## src/rtl/fir_mac_sequencer.sv

```systemverilog
// Sequencer for a single-multiplier FIR: writes each accepted sample into a circular
// sample RAM, walks TAPS multiply-accumulates against a coefficient ROM, emits a saturated Q15 result.
module fir_mac_sequencer #(
    parameter int TAPS   = 31,
    parameter int ADDR_W = 5,
    parameter int ACC_W  = 40
) (
    input  logic                     clock,
    input  logic                     reset_n,
    input  logic                     in_valid_i,
    output logic                     in_ready_o,
    input  logic signed [15:0]       in_sample_i,
    output logic                     smp_we_o,
    output logic        [ADDR_W-1:0] smp_waddr_o,
    output logic signed [15:0]       smp_wdata_o,
    output logic        [ADDR_W-1:0] smp_raddr_o,
    input  logic signed [15:0]       smp_rdata_i,
    output logic        [ADDR_W-1:0] coef_raddr_o,
    input  logic signed [15:0]       coef_rdata_i,
    output logic                     out_valid_o,
    output logic signed [15:0]       out_sample_o,
    output logic                     out_sat_o,
    output logic                     busy_o
);

    typedef enum logic [2:0] {
        IDLE  = 3'd0,
        WRITE = 3'd1,
        MAC   = 3'd2,
        DRAIN = 3'd3,
        DONE  = 3'd4
    } state_t;

    localparam logic [ADDR_W-1:0] ONE_A  = ADDR_W'(1);
    localparam logic [ADDR_W-1:0] LAST_K = ADDR_W'(TAPS - 1);

    state_t                    state_q;
    logic        [ADDR_W-1:0]  wr_ptr_q;
    logic        [ADDR_W-1:0]  k_q;
    logic signed [ACC_W-1:0]   acc_q;
    logic                      in_ready_q;
    logic                      busy_q;
    logic                      smp_we_q;
    logic        [ADDR_W-1:0]  smp_waddr_q;
    logic signed [15:0]        smp_wdata_q;
    logic        [ADDR_W-1:0]  smp_raddr_q;
    logic        [ADDR_W-1:0]  coef_raddr_q;
    logic                      out_valid_q;
    logic signed [15:0]        out_sample_q;
    logic                      out_sat_q;

    logic signed [31:0]        prod_d;
    logic signed [ACC_W-1:0]   prod_ext_d;

    // Clip acc>>>15 to Q15; bit 16 of the result flags that clipping happened.
    function automatic logic [16:0] sat_q15(input logic signed [ACC_W-1:0] a);
        logic [16:0] r;
        if ((&a[ACC_W-1:30]) || (~|a[ACC_W-1:30])) begin
            r = {1'b0, a[30:15]};
        end else if (a[ACC_W-1]) begin
            r = {1'b1, 16'h8000};
        end else begin
            r = {1'b1, 16'h7FFF};
        end
        return r;
    endfunction

    assign prod_d     = smp_rdata_i * coef_rdata_i;
    assign prod_ext_d = {{(ACC_W-32){prod_d[31]}}, prod_d};

    // Sequencer state, datapath registers and registered outputs.
    always_ff @(posedge clock or posedge reset_n) begin
        if (reset_n) begin
            state_q      <= IDLE;
            wr_ptr_q     <= '0;
            k_q          <= '0;
            acc_q        <= '0;
            in_ready_q   <= 1'b1;
            busy_q       <= 1'b0;
            smp_we_q     <= 1'b0;
            smp_waddr_q  <= '0;
            smp_wdata_q  <= 16'sd0;
            smp_raddr_q  <= '0;
            coef_raddr_q <= '0;
            out_valid_q  <= 1'b0;
            out_sample_q <= 16'sd0;
            out_sat_q    <= 1'b0;
        end else begin
            smp_we_q    <= 1'b0;
            out_valid_q <= 1'b0;
            out_sat_q   <= 1'b0;
            case (state_q)
                IDLE: begin
                    if (in_valid_i && in_ready_q) begin
                        smp_we_q    <= 1'b1;
                        smp_waddr_q <= wr_ptr_q;
                        smp_wdata_q <= in_sample_i;
                        in_ready_q  <= 1'b0;
                        busy_q      <= 1'b1;
                        state_q     <= WRITE;
                    end
                end
                WRITE: begin
                    acc_q        <= '0;
                    k_q          <= '0;
                    smp_raddr_q  <= wr_ptr_q;
                    coef_raddr_q <= '0;
                    state_q      <= MAC;
                end
                MAC: begin
                    // Read data trails the address by one cycle, so tap 0 has nothing to add yet.
                    if (k_q != '0) begin
                        acc_q <= acc_q + prod_ext_d;
                    end
                    if (k_q == LAST_K) begin
                        state_q <= DRAIN;
                    end else begin
                        k_q          <= k_q + ONE_A;
                        smp_raddr_q  <= wr_ptr_q - (k_q + ONE_A);
                        coef_raddr_q <= k_q + ONE_A;
                    end
                end
                DRAIN: begin
                    acc_q   <= acc_q + prod_ext_d;
                    state_q <= DONE;
                end
                DONE: begin
                    out_valid_q               <= 1'b1;
                    {out_sat_q, out_sample_q} <= sat_q15(acc_q);
                    wr_ptr_q                  <= wr_ptr_q + ONE_A;
                    in_ready_q                <= 1'b1;
                    busy_q                    <= 1'b0;
                    state_q                   <= IDLE;
                end
                default: begin
                    in_ready_q <= 1'b1;
                    busy_q     <= 1'b0;
                    state_q    <= IDLE;
                end
            endcase
        end
    end

    assign in_ready_o   = in_ready_q;
    assign busy_o       = busy_q;
    assign smp_we_o     = smp_we_q;
    assign smp_waddr_o  = smp_waddr_q;
    assign smp_wdata_o  = smp_wdata_q;
    assign smp_raddr_o  = smp_raddr_q;
    assign coef_raddr_o = coef_raddr_q;
    assign out_valid_o  = out_valid_q;
    assign out_sample_o = out_sample_q;
    assign out_sat_o    = out_sat_q;

endmodule

```

## config.mk

```make
export PLATFORM = sky130hd
export DESIGN_NAME = fir_mac_sequencer
export DESIGN_NICKNAME = d
export VERILOG_FILES = /design/src/rtl/fir_mac_sequencer.sv
export SDC_FILE = /design/constraint.sdc
export NUM_CORES = 1
export LEC_CHECK = 0
export CAP_MARGIN = 10
export CORE_MARGIN = 2
export CORE_UTILIZATION = 63
export CTS_CLUSTER_SIZE = 16
export DETAILED_ROUTE_END_ITERATION = 7
export HOLD_SLACK_MARGIN = 0.15
export MAX_ROUTING_LAYER = met4
export PLACE_DENSITY = 0.86
export SLEW_MARGIN = 20
export SYNTH_ARGS = -nofsm -noshare
export SYNTH_HDL_FRONTEND = slang
export SYNTH_SLANG_ARGS = --single-unit
```

## constraint.sdc

```tcl
create_clock -name clock -period 7.15 [get_ports clock]
set_clock_uncertainty 0.2 [all_clocks]
set_input_delay 1.43 -clock clock [delete_from_list [all_inputs] [get_ports clock]]
set_output_delay 1.43 -clock clock [all_outputs]
set_load 0.01 [all_outputs]
```

Word-level counts from Yosys, hierarchy flattened
Cells that the tools add are included.
W data, S select, Z words.
Word-level totals
  flip-flop bits (word level): 100
  bits of input ports: 51
  output and inout bits: 52
  logic and storage cells: 62
Operators by class
  add/subtract/negate cells: 4
  multipliers: 1
  eq/ne operators: 9
  multiplexer cells: 19
  bitwise logic cells: 1
  reduce and logical (&&, ||, !) cells: 15
Operator list (count)
  $pmux W40 S3: 1
  $add A40 B32 Y40: 1
  $mux W40: 1
  $mul A16 B16 Y32: 1
  $pmux W5 S2: 2
  $mux W17: 1
  $mux W16: 1
  $pmux W3 S4: 1
  $add A5 B1 Y5 const B: 2
  $mux W5: 2
  $reduce_and A10 Y1: 1
  $reduce_and A2 Y1: 5
  $reduce_or A10 Y1: 1
  $ne A2 B2 Y1 const B: 4
  $eq A3 B2 Y1 const B: 2
  $mux W1: 6
  $mux W3: 2
  $eq A5 B5 Y1 const B: 1
  $reduce_bool A5 Y1: 1
  $sub A5 B5 Y5: 1
  $pmux W1 S2: 2
  $eq A3 B1 Y1 const B: 1
  $eq A3 B3 Y1 const B: 1
  $logic_not A3 Y1: 1
  7 further kinds: 7

Logic depth before layout (Yosys ltp)
  depth in word-level cells: 5
  gate-level depth with buffers: 23
  gate-level depth less buffers: 22

Worst setup path after synthesis
OpenSTA, ideal clock, no wires.
  kind: input to register
  from: in smp_rdata_i[15]
  to: reg acc_q[38]
  arrival: 7.019 ns
  slack: -0.187 ns
  stages: 22
  buffers on the path: 1
  cell sequence: clkbuf_1 nand2_1 inv_1 fa_1 fa_1 inv_1 fa_1 inv_1 fa_1 fa_1 inv_1 fa_1 inv_1 ha_1 a21oi_1 o21ai_0 o41a_1 a31oi_1 o21ai_0 a211oi_1 o21ai_0 a21o_1
On the way
  longest elaborated chain between the ends: 4
Ends and longest elaborated chain
  start: declaration: RTL line 17  | input logic signed [15:0] smp_rdata_i,
  $mul A16 B16 Y32 (*): RTL line 68  | assign prod_d = smp_rdata_i * coef_rdata_i;
  $add A40 B32 Y40 (*): RTL line 113, 124
  $mux W40: RTL line 112  | if (k_q != '0) begin
  $pmux W40 S3 (*): RTL line 92  | case (state_q)
  end signal: assignment: RTL line 113  | acc_q <= acc_q + prod_ext_d;
  end signal: assignment: RTL line 124  | acc_q <= acc_q + prod_ext_d;
  end: declaration: RTL line 40  | logic signed [ACC_W-1:0] acc_q;
Mark *: on every way between the ends. The rest lies on a longest branch, timed or not. The select of a mux whose other input is x is not followed.
A chain may end at the register's enable or synchronous reset.

Worst setup path after layout
  from: in smp_rdata_i[15]
  to: reg acc_q[35]
Same word-level chain as after synthesis.

==> impl_metrics.env <==
export IMPL_r2r_slack_ns=1.24
export IMPL_violations="setup timing"
export IMPL_slew_headroom=0.313
export IMPL_cts_tree="built"
export IMPL_ctsLongestPathBuffers=2
export IMPL_cts_made_buffers=9
export IMPL_final_setup_viol_count=20
export IMPL_portBuffers=102
export IMPL_yosys_top_cells_area="fa_1 40%, dfrtp_1 15%, inv_1 9.5%"
export IMPL_post_drt_wl_per_cell_microns=24.3
export IMPL_vias=14900
export IMPL_min_to="smp_raddr_o[4]$_DFFE_PP0P_"
export IMPL_dieHeight_microns=166
export IMPL_gp_congestion=0.923
export IMPL_final_nets=2529
export IMPL_hp_class="reg2reg"
export IMPL_grt_overflow=0
export IMPL_async_flop_share=1.00
export IMPL_rows=59
export IMPL_synth_most_common_cell="inv_1"
export IMPL_fin_ws_ns=-0.276
export IMPL_final_hold_viol_count=0
export IMPL_antenna_left=0
export IMPL_period_needed_ns=7.43
export IMPL_cts_sinks=100
export IMPL_clk_latency_ns=0.37
export IMPL_dpl_hpwl_mm=34.1
export IMPL_min_path_cells=2
export IMPL_grt_setup_unrepaired="true"
export IMPL_die_w_microns=166
export IMPL_finalMaxSlewViolations=0
export IMPL_drc_errors=0
export IMPL_max_stage_delay_ns=0.55
export IMPL_synth_nets=2245
export IMPL_routed_wl_mm=57.4
export IMPL_worstMarginPinSlew_ns=1.03
export IMPL_synth_top_area_share=0.401
export IMPL_grt_usage=0.368
export IMPL_ys_seq_area_frac=0.152
export IMPL_via_per_inst=6.30
export IMPL_ys_types=55
export IMPL_drive_gt1_frac=0.213
export IMPL_synth_main_ff_cell="dfrtp_1"
export IMPL_dieArea_sq_um=27500
export IMPL_met1_usage=0.426
export IMPL_path_cells="buf_4 > buf_12 > nand2_1 > inv_2 > fa_2 > buf_4 > fa_1 > inv_1 > fa_1 > inv_1 > fa_1 > fa_1 > inv_1 > fa_1 > inv_1 > ha_4 > a21oi_1 > o21ai_0 > a211oi_2 > o31a_1 > o31a_1 > buf_4 > xor2_1 > o21ai_1"
export IMPL_areaGrowthSynthToFinish_pct=26.2
export IMPL_timing_final_crit_share=1.04
export IMPL_yosys_warnings=0
export IMPL_crit_fanout=6
export IMPL_core_region_area_sq_um=25900
export IMPL_cts_root_buf="clkbuf_16"
export IMPL_cap_viol_max_count=0
export IMPL_start_kind="primary input"
export IMPL_grtUsageMet3=0.0837
export IMPL_top_usage_layer="met2"
export IMPL_min_from="smp_raddr_o[4]$_DFFE_PP0P_"
export IMPL_synth_common_cells="419 x inv_1, 331 x fa_1, 213 x nand2_1"
export IMPL_cp_data_arrival_time_ns=7.46
export IMPL_synth_top_area_cell="fa_1"
export IMPL_timing_rr_start="acc_q[15]$_DFFE_PP0P_"
export IMPL_antenna_found_initial=2
export IMPL_pin_count=103
export IMPL_postSynthAreaPerCell_sq_um=9.49
export IMPL_endpoint_kind="flop"
export IMPL_reg2reg_to="acc_q[21]$_DFFE_PP0P_"
export IMPL_floorplan_initialDensity=0.637
export IMPL_syn_area_sq_um=16500
export IMPL_fmax_mhz=135
export IMPL_cpMaxStageDelayCell="a21oi_1"
export IMPL_clkTransAtPathRegs_ns=0.07
export IMPL_synth_enable_flop_cells=0
export IMPL_htreeDepth=3
export IMPL_crit_path_frequent_cell="fa_1"
export IMPL_grt_pass1_wl_mm=77.3
export IMPL_ys_ff_latch=100
export IMPL_dp_cells=2300
export IMPL_drtIter0Drc=2014
export IMPL_grt_max_degree=54
export IMPL_r2r_cells=17
export IMPL_outcome="complete, but fails checks"
export IMPL_cp_required_ns=7.19
export IMPL_grt_pass1_vias=15300
export IMPL_synth_cells=1740
export IMPL_crit_type="in2reg"
export IMPL_final_cells=2365
export IMPL_cts_hold_buf=0
export IMPL_dr_pass1_iters=8
export IMPL_grt_use_met2=0.600
[sequential cells by signal (all words and copies together), names as in the netlist, 3 cells and up]
| signal | count |
|---|---|
| smp_raddr_o | 5 |
| out_sample_o | 16 |
| state_q | 3 |
| wr_ptr_q | 5 |
| coef_raddr_o | 5 |
| smp_waddr_o | 5 |
| smp_wdata_o | 16 |
| acc_q | 40 |
[critical path, delay by kind of cell]
kind                       cells  cell delay (ns)
adders and majority gates      7             3.23
buffers and inverters          9             0.94
AOI/OAI and AO/OA              6             1.56
and+or+nand+nor                1             0.13
xor gates and xnor gates       1             0.14
[what timing repair did]
item | CTS | global route
endpoints found under the setup margin | 25 | 22
cloned | 4 | 3
pin swaps | 35 | 100
buffers inserted | 27 | 15
resized for setup | 116 | 195
[cell usage in the layout, fill, tap and decap left out, types with 11 or more instances in the layout]
| master | n |
|---|---|
| inv_1 | 398 |
| fa_1 | 315 |
| nand2_1 | 201 |
| buf_4 | 182 |
| and2_1 | 109 |
| ha_1 | 102 |
| dfrtp_1 | 99 |
| o21ai_0 | 75 |
| clkdlybuf4s50_1 | 71 |
| xnor2_1 | 31 |
| nor2_1 | 28 |
| buf_6 | 28 |
| a21oi_1 | 26 |
| xor2_1 | 22 |
| mux2_2 | 21 |
| inv_2 | 18 |
| buf_12 | 18 |
| a21o_1 | 17 |
| fa_2 | 16 |
| ha_4 | 16 |
| and2_4 | 11 |
| clkbuf_16 | 11 |
[per-stage QoR]
stage	setup TNS [ns]	utilization	cell area (sq um)	hold WS (ns)	setup slack, ns
3_3_place_gp	-15.65	0.743	19300	0.262	-0.839
4_1_cts	-0.0402	0.778	20200	0.294	-0.0104
6_report	-2.90	0.804	20800	0.291	-0.276
5_1_grt	-4.90	0.804	20800	0.322	-0.450
2_1_floorplan	0	-	16500	0.256	0.00952
3_5_place_dp	-18.12	0.743	19300	0.274	-0.944
[per-layer routing]
layer  share of wire  routed length [microns]
met4           0.092                     5310
met3            0.13                     7330
met1            0.32                    18400
met2            0.46                    26400
met5               0                        0
[worst max path at each step]
| stage | depth (start not counted) | end | start | slack [ns] |
|---|---|---|---|---|
| after floorplan | 20 | acc_q[37]$_DFFE_PP0P_ | smp_rdata_i[8] | 0.01 |
| after global placement | 21 | acc_q[38]$_DFFE_PP0P_ | coef_rdata_i[1] | -0.84 |
| after detailed placement | 20 | acc_q[37]$_DFFE_PP0P_ | coef_rdata_i[1] | -0.94 |
| after CTS | 23 | acc_q[37]$_DFFE_PP0P_ | smp_rdata_i[13] | -0.01 |
| after global routing | 21 | acc_q[16]$_DFFE_PP0P_ | coef_rdata_i[4] | -0.45 |
| final | 24 | acc_q[35]$_DFFE_PP0P_ | smp_rdata_i[15] | -0.28 |
[logic make-up after synthesis]
group | synth area share
buf+inv | 0.109
fa+ha+maj | 0.495
simple gates | 0.121
compound gates | 0.0784
flops | 0.152
xor+xnor | 0.0281
mux | 0.0168
[final cells by class]
class                   count  area [sq um]
multi-input cells        1159         12900
fillers                  1306          5070
repair buffers            334          3130
flip-flops and latches    100          2500
inverters                 420          1590
well taps                 335           419
clock buffers              10           229
clock inverters             5          61.3
diodes                      2          5.00
Power is not shown: default switching activity piles up to over one toggle a cycle in this logic, so the estimate is an artifact.
